## src/rtl/chacha_pkg.sv

```systemverilog
// Shared types for the ChaCha20 keystream XOR slice.
// Optional byte-keep sideband is enabled with CHACHA_XOR_KEEP_EN.
package chacha_pkg;

  typedef logic [31:0] word_t;

  localparam int CHACHA_BLOCK_WORDS = 16;

  typedef enum logic [1:0] {
    IDLE,
    REQ,
    STREAM,
    HALT
  } xor_state_t;

  function automatic word_t keep_mask(
    input logic [3:0] keep
  );
    return {{8{keep[3]}}, {8{keep[2]}},
            {8{keep[1]}}, {8{keep[0]}}};
  endfunction

endpackage

```

## src/rtl/chacha_stream_xor_if.sv

```systemverilog
// Input/output word stream with valid/ready handshakes.
// Keep sideband exists only when CHACHA_XOR_KEEP_EN is defined.
interface chacha_stream_xor_if;
  import chacha_pkg::*;

  logic  in_valid;
  logic  in_ready;
  word_t in_data;
  logic  in_last;
  logic  out_valid;
  logic  out_ready;
  word_t out_data;
  logic  out_last;
`ifdef CHACHA_XOR_KEEP_EN
  logic [3:0] in_keep;
  logic [3:0] out_keep;
`endif

  modport slave (
    input  in_valid,
    output in_ready,
    input  in_data,
    input  in_last,
    output out_valid,
    input  out_ready,
    output out_data,
    output out_last
`ifdef CHACHA_XOR_KEEP_EN
    ,
    input  in_keep,
    output out_keep
`endif
  );

  modport master (
    output in_valid,
    input  in_ready,
    output in_data,
    output in_last,
    input  out_valid,
    output out_ready,
    input  out_data,
    input  out_last
`ifdef CHACHA_XOR_KEEP_EN
    ,
    output in_keep,
    input  out_keep
`endif
  );

endinterface

```

## src/rtl/chacha_ks_buffer.sv

```systemverilog
// 16-word keystream capture register with word select.
// Word i of the block arrives at ks_block[i/4][i%4].
module chacha_ks_buffer
  import chacha_pkg::*;
(
  input  logic                  clk,
  input  logic                  rst,
  input  logic                  clr,
  input  logic                  load,
  input  word_t [3:0][3:0]      block,
  input  logic [3:0]            sel,
  output word_t                 word
);

  // Packed layout makes flat word i equal block[i/4][i%4].
  word_t [CHACHA_BLOCK_WORDS-1:0] mem;

  always_ff @(posedge clk) begin
    if (rst || clr) begin
      mem <= '0;
    end else if (load) begin
      mem <= block;
    end
  end

  assign word = mem[sel];

endmodule

```

## src/rtl/chacha_stream_xor.sv

```systemverilog
// ChaCha20 keystream consumer: requests blocks, XORs them onto a stream.
// Define CHACHA_XOR_KEEP_EN to add per-byte keep masking.
module chacha_stream_xor
  import chacha_pkg::*;
#(
  parameter int CTR_W = 32
) (
  input  logic                 clk,
  input  logic                 rst,
  input  logic                 start,
  input  logic [CTR_W-1:0]     init_counter,
  output logic                 ks_req,
  output logic [CTR_W-1:0]     ks_counter,
  input  logic                 ks_valid,
  input  word_t [3:0][3:0]     ks_block,
  chacha_stream_xor_if.slave   strm,
  output logic                 busy,
  output logic                 err_ctr_wrap
);

  xor_state_t       state;
  xor_state_t       state_nx;
  logic [CTR_W-1:0] ctr;
  logic [3:0]       idx;
  word_t            ks_word;
  word_t            res;
  logic             load;
  logic             accept;
  logic             blk_end;
  logic             ctr_max;
  logic             in_rdy;
  logic             ov_q;
  word_t            od_q;
  logic             ol_q;
  logic             err_q;
`ifdef CHACHA_XOR_KEEP_EN
  logic [3:0]       ok_q;
`endif

  chacha_ks_buffer u_buf (
    .clk   (clk),
    .rst   (rst),
    .clr   (start),
    .load  (load),
    .block (ks_block),
    .sel   (idx),
    .word  (ks_word)
  );

  assign load    = (state == REQ) && ks_valid && !start;
  assign in_rdy  = (state == STREAM) && (!ov_q || strm.out_ready);
  assign accept  = strm.in_valid && in_rdy;
  assign blk_end = accept && !strm.in_last && (idx == 4'hF);
  assign ctr_max = &ctr;

`ifdef CHACHA_XOR_KEEP_EN
  assign res = (strm.in_data ^ ks_word)
             & keep_mask(strm.in_keep);
`else
  assign res = strm.in_data ^ ks_word;
`endif

  always_ff @(posedge clk) begin
    if (rst) state <= IDLE;
    else     state <= state_nx;
  end

  always_comb begin
    state_nx = state;
    if (start) begin
      state_nx = REQ;
    end else begin
      case (state)
        IDLE: state_nx = IDLE;
        REQ: begin
          if (ks_valid) state_nx = STREAM;
        end
        STREAM: begin
          unique case (1'b1)
            accept && strm.in_last: state_nx = IDLE;
            blk_end && ctr_max:     state_nx = HALT;
            blk_end && !ctr_max:    state_nx = REQ;
            default:                state_nx = STREAM;
          endcase
        end
        HALT:    state_nx = HALT;
        default: state_nx = IDLE;
      endcase
    end
  end

  // Start flushes the output register and clears the sticky error.
  always_ff @(posedge clk) begin
    if (rst) begin
      ctr   <= '0;
      idx   <= '0;
      err_q <= 1'b0;
      ov_q  <= 1'b0;
      od_q  <= '0;
      ol_q  <= 1'b0;
`ifdef CHACHA_XOR_KEEP_EN
      ok_q  <= '0;
`endif
    end else if (start) begin
      ctr   <= init_counter;
      idx   <= '0;
      err_q <= 1'b0;
      ov_q  <= 1'b0;
      od_q  <= '0;
      ol_q  <= 1'b0;
`ifdef CHACHA_XOR_KEEP_EN
      ok_q  <= '0;
`endif
    end else begin
      if (load) idx <= '0;
      if (accept) begin
        od_q <= res;
        ol_q <= strm.in_last;
        ov_q <= 1'b1;
        idx  <= idx + 4'd1;
`ifdef CHACHA_XOR_KEEP_EN
        ok_q <= strm.in_keep;
`endif
        if (blk_end) begin
          if (ctr_max) err_q <= 1'b1;
          else         ctr   <= ctr + 1'b1;
        end
      end else if (strm.out_ready) begin
        ov_q <= 1'b0;
      end
    end
  end

  assign ks_req         = (state == REQ);
  assign ks_counter     = ctr;
  assign busy           = (state != IDLE);
  assign err_ctr_wrap   = err_q;
  assign strm.in_ready  = in_rdy;
  assign strm.out_valid = ov_q;
  assign strm.out_data  = od_q;
  assign strm.out_last  = ol_q;
`ifdef CHACHA_XOR_KEEP_EN
  assign strm.out_keep  = ok_q;
`endif

endmodule
```

## src/flat_wrapper.sv

```systemverilog
// flat-port wrapper written by rule: the top's interface ports become plain ports
module chacha_stream_xor_flat import chacha_pkg::*;
#(
  parameter int CTR_W = 32
)
  (clk, rst, start, init_counter, ks_req, ks_counter, ks_valid, ks_block, busy, err_ctr_wrap, strm_in_valid, strm_in_ready, strm_in_data, strm_in_last, strm_out_valid, strm_out_ready, strm_out_data, strm_out_last);
  chacha_stream_xor_if strm_i ();
  input  logic clk;
  input  logic rst;
  input  logic start;
  input  logic [CTR_W-1:0] init_counter;
  output logic ks_req;
  output logic [CTR_W-1:0] ks_counter;
  input  logic ks_valid;
  input  word_t [3:0][3:0] ks_block;
  output logic busy;
  output logic err_ctr_wrap;
  input wire logic [$bits(strm_i.in_valid)-1:0] strm_in_valid;
  output wire logic [$bits(strm_i.in_ready)-1:0] strm_in_ready;
  input wire logic [$bits(strm_i.in_data)-1:0] strm_in_data;
  input wire logic [$bits(strm_i.in_last)-1:0] strm_in_last;
  output wire logic [$bits(strm_i.out_valid)-1:0] strm_out_valid;
  input wire logic [$bits(strm_i.out_ready)-1:0] strm_out_ready;
  output wire logic [$bits(strm_i.out_data)-1:0] strm_out_data;
  output wire logic [$bits(strm_i.out_last)-1:0] strm_out_last;
  assign strm_i.in_valid = strm_in_valid;
  assign strm_in_ready = strm_i.in_ready;
  assign strm_i.in_data = strm_in_data;
  assign strm_i.in_last = strm_in_last;
  assign strm_out_valid = strm_i.out_valid;
  assign strm_i.out_ready = strm_out_ready;
  assign strm_out_data = strm_i.out_data;
  assign strm_out_last = strm_i.out_last;
  chacha_stream_xor #(.CTR_W(CTR_W)) u_core (.clk(clk), .rst(rst), .start(start), .init_counter(init_counter), .ks_req(ks_req), .ks_counter(ks_counter), .ks_valid(ks_valid), .ks_block(ks_block), .strm(strm_i), .busy(busy), .err_ctr_wrap(err_ctr_wrap));
endmodule
```

## config.mk

```make
export PLATFORM = sky130hd
export DESIGN_NAME = chacha_stream_xor_flat
export DESIGN_NICKNAME = d
export VERILOG_FILES = /design/src/rtl/chacha_pkg.sv /design/src/rtl/chacha_stream_xor_if.sv /design/src/rtl/chacha_ks_buffer.sv /design/src/rtl/chacha_stream_xor.sv /design/src/flat_wrapper.sv
export SDC_FILE = /design/constraint.sdc
export NUM_CORES = 1
export LEC_CHECK = 0
export CAP_MARGIN = 20
export CORE_MARGIN = 5
export CORE_UTILIZATION = 40
export CTS_CLUSTER_SIZE = 40
export DETAILED_ROUTE_END_ITERATION = 6
export GPL_ROUTABILITY_DRIVEN = 1
export GPL_TIMING_DRIVEN = 0
export PLACE_DENSITY = 0.68
export SYNTH_ARGS = -nofsm -noshare
export SYNTH_HDL_FRONTEND = slang
export SYNTH_SLANG_ARGS = --single-unit
```

## constraint.sdc

```tcl
create_clock -name clk -period 2.95 [get_ports clk]
set_input_delay 0.59 -clock clk [delete_from_list [all_inputs] [get_ports clk]]
set_output_delay 0.59 -clock clk [all_outputs]
set_load 0.005 [all_outputs]
```

==> tab_implementation.tex, run 1 <==
\begin{tabular}{lr}
\hline
Metric & Value \\
\hline
\multicolumn{2}{l}{\textbf{Clock network}} \\
\quad Total setup buffers inserted after CTS & 0 \\
\quad Maximum clock path buffer count & 3 \\
\quad Clock root cell & sky130\_fd\_sc\_hd\_\_clkbuf\_16 \\
\quad Clock Latency Late Sink & 0.63 ns \\
\quad Deepest level of the CTS H-tree & 2 \\
\quad Number of buffers created by CTS & 60 \\
\quad TritonCTS Sinks & 585 \\
\quad CTS tree & yes \\
\quad Hold-fix buffer count after cts & 0 \\
\quad Post-CTS clock slew at the launch and capture registers of the worst setup and hold paths & approximately 0.07 ns \\
\multicolumn{2}{l}{\textbf{Floorplan}} \\
\quad Die extent in x & between 200 and 300 um \\
\quad Number of ports placed on the die boundary & around 650 \\
\quad Chip Height & 261 um \\
\quad Starting Density & 0.402 \\
\quad Floorplan row count & 92 \\
\quad Area of the die & slightly below 0.07 mm2 \\
\quad Core area & 0.0627 mm2 \\
\multicolumn{2}{l}{\textbf{Status}} \\
\quad Outcome & complete, no violations \\
\multicolumn{2}{l}{\textbf{Setup path}} \\
\quad Critical path peak fanout & 10 \\
\quad Setup crit start kind & flip-flop \\
\quad Data arrival, critical path & about 3.5 ns \\
\quad CP required & 3.51 ns \\
\quad Category of the most critical setup path & reg -> reg \\
\quad Endpoint kind of the worst setup timing path & flip-flop \\
\quad Cell count of the worst reg-to-reg path & 9 \\
\multicolumn{2}{l}{\textbf{Cells and area}} \\
\quad Fraction of final layout cells sized beyond drive strength 1 & 0.0595 \\
\quad Final nets & about 4.4k \\
\quad Most frequent standard cell in the layout excluding fill and tap cells & sky130\_fd\_sc\_hd\_\_nand2\_1 \\
\quad Utilization after layout & 0.557 \\
\quad Commonest cells after routing, fill and taps aside & sky130\_fd\_sc\_hd\_\_nand2\_1, sky130\_fd\_sc\_hd\_\_clkdlybuf4s50\_1, sky130\_fd\_sc\_hd\_\_dfxtp\_1, sky130\_fd\_sc\_hd\_\_a21oi\_1, sky130\_fd\_sc\_hd\_\_clkbuf\_1 \\
\quad Area Overhead vs Synth & 38.8\% \\
\quad Final cell count without fillers & between 4k and 5k \\
\multicolumn{2}{l}{\textbf{Timing}} \\
\quad Setup violation total in the final timing report & 0 \\
\quad Final critical path time including I/O delays and setup & about 3 ns \\
\quad RSZ-0062 raised after global routing & yes \\
\quad Part of the cycle the worst path needs & 0.988 \\
\quad Hold violation total from the final report & 0 \\
\quad Post-Route Skew & about 0.032 ns \\
\quad Final number of max-transition violations & 0 \\
\quad FMAX & approximately 340 MHz \\
\quad Setup ws final & approximately 0.034 ns \\
\quad Worst slew margin relative to its limit & 0.332 \\
\quad Worst-margin pin slew & $\sim$1.0 ns \\
\multicolumn{2}{l}{\textbf{Synth}} \\
\quad Number of synthesized flops with an enable pin & 0 \\
\quad Syn. warnings & 0 \\
\quad Share of the synthesized area in compound gates (AO/OA/AOI/OAI) & 0.196 \\
\quad Seq/Total Area, Yosys & 0.465 \\
\quad Net count after synthesis & $\sim$3.7k \\
\quad Syn Inst Count & 3085 \\
\quad Async SR Flop Fraction & 0 \\
\quad Number of synthesized register bits & 585 \\
\quad Mapped Avg Cell Area & $\sim$8.2 um2 \\
\quad Synth Cell Area & approximately 0.025 mm2 \\
\quad Largest family of logic cells by synthesized area & compound AO/OA/AOI/OAI gates \\
\quad Count of different cell masters after synthesis & 62 \\
\quad Synth Area in XOR/XNOR & 0.000348 \\
\quad Post-synthesis share of cell area spent on and, or, nand and nor gates & 0.188 \\
\quad Top FF cell, synth & sky130\_fd\_sc\_hd\_\_dfxtp\_1 \\
\quad Adder-cell area share of the yosys netlist & 0.000993 \\
\quad Multiplexer fraction of the synthesized cell area & 0.108 \\
\multicolumn{2}{l}{\textbf{Drt}} \\
\quad Via density per instance & between 5 and 6 \\
\quad Wire length per cell & around 24 um \\
\quad Length of the first detailed-routing pass in iterations & 5 \\
\quad Remaining antenna violation count after routing & 0 \\
\quad Drt total wl & $\sim$120000 um \\
\quad DRC marker count from the first detailed-route iteration & 2431 \\
\quad Number of vias in the routed layout & around 26k \\
\quad Residual DRC & 0 \\
\multicolumn{2}{l}{\textbf{Power and ir drop}} \\
\quad Static leakage & between 10 and 15 nW \\
\quad Power density cells & between 500 and 600 mW/mm2 \\
\quad Worst IR drop on VDD & about 500 uV \\
\quad Overall power consumption & between 15 and 20 mW \\
\multicolumn{2}{l}{\textbf{Global route}} \\
\quad Via count of the first global-routing pass & between 20k and 25k \\
\quad Total overflow reported by the global router & 0 \\
\quad Total global routing track utilization & 0.318 \\
\quad Largest net degree at the start of global routing & 16 \\
\quad Global-route wire length before repair & 161000 um \\
\quad Number of antenna violations at the first check in global routing & 26 \\
\multicolumn{2}{l}{\textbf{Placed design}} \\
\quad Detailed Place HPWL & 92300 um \\
\quad \# port buffers & between 600 and 700 \\
\quad Weighted congestion at the end of routability-driven global placement & between 0.9 and 1 \\
\quad Number of cells after detailed placement & 4584 \\
\quad DP Worst Slack & -0.892 ns \\
\multicolumn{2}{l}{\textbf{Min path}} \\
\quad Instance count along the most critical hold path & 2 \\
\quad Worst hold path class & reg -> reg \\
\multicolumn{2}{l}{\textbf{Run}} \\
\quad Max capacitance violation total & 0 \\
\hline
\end{tabular}
==> path summary, 6_finish.rpt <==
kind,from,to,slack (ns)
hold reg to reg,u_core.u_buf.mem[311]$_SDFFE_PP0P_,u_core.u_buf.mem[311]$_SDFFE_PP0P_,0.45
hold / removal,u_core.u_buf.mem[311]$_SDFFE_PP0P_,u_core.u_buf.mem[311]$_SDFFE_PP0P_,0.45
setup / recovery,u_core.idx[0]$_SDFFE_PP0P_,u_core.strm.out_data[23]$_SDFFE_PP0P_,0.03
setup reg to reg,u_core.idx[0]$_SDFFE_PP0P_,u_core.strm.out_data[23]$_SDFFE_PP0P_,0.03
==> state kept, by name, indices dropped and copies added (netlist names) <==
| signal | count |
|---|---|
| u_core.u_buf.mem | 512 |
| u_core.err_ctr_wrap | 1 |
| u_core.state | 2 |
| u_core.strm.out_valid | 1 |
| u_core.ks_counter | 32 |
| u_core.idx | 4 |
| u_core.strm.out_data | 32 |
| u_core.strm.out_last | 1 |
==> report_power, final <==
part | switching, mW | total [mW] | internal [mW]
clock network | 3.37 | 8.16 | 4.79
registers | 0.116 | 8.16 | 8.04
logic | 0.926 | 1.92 | 0.993
total | 4.42 | 18.2 | 13.8
==> final cells by class <==
class | count | area [um2]
clock buffers | 85 | 1740
inverters | 14 | 52.6
well taps | 846 | 1060
flip-flops and latches | 585 | 11700
multi-input cells | 2229 | 12400
diodes | 17 | 42.5
fillers | 5965 | 27800
plain buffers | 255 | 1020
clock inverters | 28 | 362
repair buffers | 653 | 6550
==> cells by family (layout without fill, tap and decap cells) <==
| family | after synthesis | in the layout |
|---|---|---|
| simple gates | 1184 | 1184 |
| flops | 585 | 585 |
| buf+inv | 271 | 1035 |
| mux | 192 | 192 |
| other cells | 0 | 17 |
| fa+ha+maj | 2 | 2 |
| compound gates | 850 | 850 |
| xor+xnor | 1 | 1 |
==> timing repair <==
item / 4_1_cts / 5_1_grt
resized for setup: 15 / 16
pin swaps: 0 / 0
endpoints found under the setup margin: 423 / 49
==> per-stage QoR <==
step                instance area [um2]  hold WS [ns]  setup TNS, ns
floorplan                         25200         0.433              0
detailed placement                32800         0.444        -320.62
finish                            35000         0.454              0
CTS                               34900         0.438              0
global placement                  32800         0.439        -353.43
global route                      34900         0.467        -0.0344
==> worst max-delay path: stages, from the launching register on <==
cell	delay, ns
sky130_fd_sc_hd__dfxtp_1	0.31
sky130_fd_sc_hd__clkbuf_2	0.30
sky130_fd_sc_hd__buf_4	0.32
sky130_fd_sc_hd__nor2b_1	0.15
sky130_fd_sc_hd__buf_2	0.23
sky130_fd_sc_hd__clkbuf_2	0.28
sky130_fd_sc_hd__a22oi_1	0.42
sky130_fd_sc_hd__o21ai_0	0.29
sky130_fd_sc_hd__a221o_1	0.41
sky130_fd_sc_hd__a21oi_1	0.14
==> per-layer routing <==
layer / GRT usage / wire length, um / up-vias
li1: - / - / 12200
met1: 0.411 / 46800 / 12500
met2: 0.526 / 53800 / 1107
met3: 0.0739 / 10200 / 209
met4: 0.111 / 4490 / 20
met5: 0 / 139 / -
==> cell usage after synthesis (all sizes together), types with 9 or more instances <==
| cell | count | area, um2 |
|---|---|---|
| nand2 | 1050 | 3940 |
| dfxtp | 585 | 11700 |
| a21oi | 556 | 2780 |
| clkbuf | 218 | 820 |
| mux2i | 128 | 1280 |
| o21ai | 109 | 546 |
| a22oi | 64 | 480 |
| mux4 | 64 | 1440 |
| nor2 | 43 | 166 |
| buf | 39 | 185 |
| a221o | 32 | 320 |
| o221ai | 32 | 280 |
| a311oi | 18 | 175 |
| inv | 13 | 48.8 |
| nand3 | 13 | 70.1 |
| or4 | 12 | 93.8 |
| o31ai | 11 | 82.6 |
| nand4 | 9 | 56.3 |
| nor3 | 9 | 45.0 |
(Power assumes the default switching activity.)
==> inputs of run 2 (changes only) <==
CAP_MARGIN = not set   (was 20)
MAX_ROUTING_LAYER = met4   (was not set)
SLEW_MARGIN = 25   (was not set)
==> run 2 against run 1 <==
Compared with the run above:
- the run now ends with design-rule violations left
- flip-flop and latch count did not move
- final cell count rose by 0.51%
- largest power group unchanged
- critical path depth fell by 2
- critical path type unchanged
- non-clock buffer count rose by 2
- clock-buffer cell count rose by 4
- clock power barely moved
- clock skew fell by 0.0022 ns
- combinational power barely moved
- power fell by 0.15%
- core utilization rose by 0.092 points
- die area did not move
==> tab_implementation.tex, run 2 (synthesis gave the netlist of run 1 again) <==
\begin{tabular}{lr}
\hline
Metric & Value \\
\hline
\multicolumn{2}{l}{\textbf{Status}} \\
\quad Outcome & complete, but fails checks \\
\quad Failing checks & design-rule violations \\
\multicolumn{2}{l}{\textbf{Floorplan}} \\
\quad Floorplan row count & 92 (unchanged) \\
\quad Starting Density & 0.402 (unchanged) \\
\quad Area of the die & 0.0681 mm2 (unchanged) \\
\quad Core area & 0.0627 mm2 (unchanged) \\
\quad Number of ports placed on the die boundary & 653 (unchanged) \\
\quad Chip Height & 261 um (unchanged) \\
\quad Die extent in x & 261 um (unchanged) \\
\multicolumn{2}{l}{\textbf{Drt}} \\
\quad Number of vias in the routed layout & 26.0k (+0.019\%) \\
\quad Remaining antenna violation count after routing & 0 (unchanged) \\
\quad Length of the first detailed-routing pass in iterations & 7 (+2) \\
\quad Residual DRC & 1 (+1) \\
\quad Drt total wl & 115000 um (about the same) \\
\quad Wire length per cell & 24.4 um (-0.44\%) \\
\quad DRC marker count from the first detailed-route iteration & 2459 (+1.2\%) \\
\quad Via density per instance & 5.49 (-0.49\%) \\
\multicolumn{2}{l}{\textbf{Clock network}} \\
\quad Clock Latency Late Sink & 0.64 ns (about the same) \\
\quad Deepest level of the CTS H-tree & 2 (unchanged) \\
\quad Maximum clock path buffer count & 3 (unchanged) \\
\quad TritonCTS Sinks & 585 (unchanged) \\
\quad Post-CTS clock slew at the launch and capture registers of the worst setup and hold paths & 0.07 ns (about the same) \\
\quad CTS tree & yes \\
\quad Hold-fix buffer count after cts & 0 (unchanged) \\
\quad Clock root cell & sky130\_fd\_sc\_hd\_\_clkbuf\_16 \\
\quad Number of buffers created by CTS & 60 (unchanged) \\
\multicolumn{2}{l}{\textbf{Placed design}} \\
\quad Detailed Place HPWL & 92000 um (-0.34\%) \\
\quad Number of cells after detailed placement & 4582 (-0.044\%) \\
\quad \# port buffers & 651 (unchanged) \\
\quad Weighted congestion at the end of routability-driven global placement & 0.955 (+1.9\%) \\
\quad DP Worst Slack & -0.658 ns (+0.235 ns) \\
\multicolumn{2}{l}{\textbf{Cells and area}} \\
\quad Reg area & 0.0117 mm2 (unchanged) \\
\quad Final nets & 4385 (+0.046\%) \\
\quad Largest register FFs & 512 (unchanged) \\
\quad Most frequent standard cell in the layout excluding fill and tap cells & sky130\_fd\_sc\_hd\_\_nand2\_1 \\
\quad Final cell count without fillers & 4736 (+0.51\%) \\
\quad Commonest cells after routing, fill and taps aside & sky130\_fd\_sc\_hd\_\_nand2\_1, sky130\_fd\_sc\_hd\_\_clkdlybuf4s50\_1, sky130\_fd\_sc\_hd\_\_dfxtp\_1, sky130\_fd\_sc\_hd\_\_a21oi\_1, sky130\_fd\_sc\_hd\_\_clkbuf\_1 \\
\quad Area Overhead vs Synth & 39.0\% \\
\quad Area of the multi-input gates & 0.0124 mm2 (unchanged) \\
\quad Fraction of final layout cells sized beyond drive strength 1 & 0.0587 (-0.000795) \\
\quad Top register by number of flip-flops & u\_core.u\_buf.mem \\
\quad Fill cells & 5921 (-0.74\%) \\
\multicolumn{2}{l}{\textbf{Timing}} \\
\quad Worst-margin pin slew & 0.989 ns (-0.0121 ns) \\
\quad Worst slew margin relative to its limit & 0.340 (+0.00810) \\
\quad FMAX & 345 MHz (+0.53\%) \\
\quad Setup ws final & 0.0495 ns (+0.0153 ns) \\
\quad Post-Route Skew & 0.0297 ns (-0.00223 ns) \\
\quad Final critical path time including I/O delays and setup & 2.90 ns (-0.0153 ns) \\
\quad Setup violation total in the final timing report & 0 (unchanged) \\
\quad Final number of max-transition violations & 0 (unchanged) \\
\quad Hold violation total from the final report & 0 (unchanged) \\
\quad Part of the cycle the worst path needs & 0.983 (-0.00520) \\
\multicolumn{2}{l}{\textbf{Setup path}} \\
\quad Setup crit start kind & flip-flop \\
\quad CP required & 3.52 ns (about the same) \\
\quad Category of the most critical setup path & reg -> reg \\
\quad Endpoint kind of the worst setup timing path & flip-flop \\
\quad Data arrival, critical path & 3.47 ns (about the same) \\
\quad Critical path peak fanout & 10 (unchanged) \\
\multicolumn{2}{l}{\textbf{Power and ir drop}} \\
\quad Power density cells & 520 mW/mm2 (-0.31\%) \\
\quad Worst IR drop on VDD & 465 uV (-4.6\%) \\
\quad Static leakage & 11.2 nW (-0.11\%) \\
\multicolumn{2}{l}{\textbf{Run}} \\
\quad Max capacitance violation total & 0 (unchanged) \\
\multicolumn{2}{l}{\textbf{Global route}} \\
\quad Global-route wire length before repair & 161000 um (-0.30\%) \\
\quad Number of antenna violations at the first check in global routing & 34 (+31\%) \\
\quad Via count of the first global-routing pass & 25.0k (+0.23\%) \\
\quad Total global routing track utilization & 0.327 (+0.00972) \\
\quad Total overflow reported by the global router & 0 (unchanged) \\
\quad Largest net degree at the start of global routing & 17 (+1) \\
\multicolumn{2}{l}{\textbf{Min path}} \\
\quad Worst hold path class & in -> reg \\
\hline
\end{tabular}
-- run 2: cell types whose count changed in the layout (fill, tap and decap cells not counted), moves of 2 or more --
cell / previous run / this run
sky130_fd_sc_hd__buf_4: 1 / 4
sky130_fd_sc_hd__buf_8: 2 / 0
sky130_fd_sc_hd__clkbuf_1: 217 / 221
sky130_fd_sc_hd__clkinv_2: 16 / 11
sky130_fd_sc_hd__diode_2: 17 / 40
sky130_fd_sc_hd__o21ai_0: 102 / 104
sky130_fd_sc_hd__o21ai_1: 7 / 5
-- run 2: critical path, cell delays in order, from the launching register on --
cell and delay (ns):
sky130_fd_sc_hd__dfxtp_1 0.35, sky130_fd_sc_hd__clkbuf_2 0.37, sky130_fd_sc_hd__buf_4 0.36, sky130_fd_sc_hd__clkbuf_4 0.34
sky130_fd_sc_hd__mux4_2 0.52, sky130_fd_sc_hd__o21ai_0 0.48, sky130_fd_sc_hd__o221ai_1 0.23, sky130_fd_sc_hd__a21oi_1 0.17
-- run 2: per-layer routing --
| layer | wire length (um) | vias to the layer above | global-route usage |
|---|---|---|---|
| met5 | 0 | - | - |
| met3 | 9920 | 232 | 0.0695 |
| met1 | 47100 | 12500 | 0.411 |
| met4 | 5540 | 0 | 0.150 |
| met2 | 53000 | 1130 | 0.510 |
| li1 | - | 12200 | - |
-- run 2: path summary, 6_finish.rpt --
kind / from / slack (ns) / depth (start not counted) / endpoint
worst min-delay path: rst / 0.44 / 2 / u_core.ks_counter[14]$_SDFFE_PP0P_
worst max-delay path: u_core.idx[0]$_SDFFE_PP0P_ / 0.05 / 7 / u_core.strm.out_data[25]$_SDFFE_PP0P_
worst min register to register: u_core.u_buf.mem[484]$_SDFFE_PP0P_ / 0.45 / 2 / u_core.u_buf.mem[484]$_SDFFE_PP0P_
worst max register to register: u_core.idx[0]$_SDFFE_PP0P_ / 0.05 / 7 / u_core.strm.out_data[25]$_SDFFE_PP0P_
-- run 2: layout make-up --
class	count	share of cell area
Clock inverter	23	0.00957
Clock buffer	89	0.0503
Inverter	14	0.00150
Sequential cell	585	0.334
Buffer	256	0.0294
Timing Repair Buffer	654	0.187
Antenna cell	40	0.00286
Multi-Input combinational cell	2229	0.355
Tap cell	846	0.0302
-- run 2: repair_timing --
item / CTS / global route
setup endpoints to repair: 157 / 36
pin swaps: 0 / 0
resized for setup: 15 / 10
setup buffers: 0 / 3
-- run 2: power by group --
group          total, mW  switching [mW]  internal, mW
combinational       1.93           0.931         0.994
clock               8.13            3.38          4.75
sequential          8.16           0.116          8.04
-- run 2: stage by stage --
stage / TNS [ns] / cell area (um2) / total power [mW] / hold slack, ns / util
after floorplan: 0 / 25200 / 8.94 / 0.433 / -
after global placement: -354.69 / 32800 / 10.2 / 0.439 / 0.522
after detailed placement: -179.58 / 32800 / 10.2 / 0.444 / 0.522
after CTS: 0 / 34900 / 18.2 / 0.396 / 0.556
after global routing: -0.00110 / 35000 / 18.7 / 0.452 / 0.558
final: 0 / 35000 / 18.2 / 0.442 / 0.558
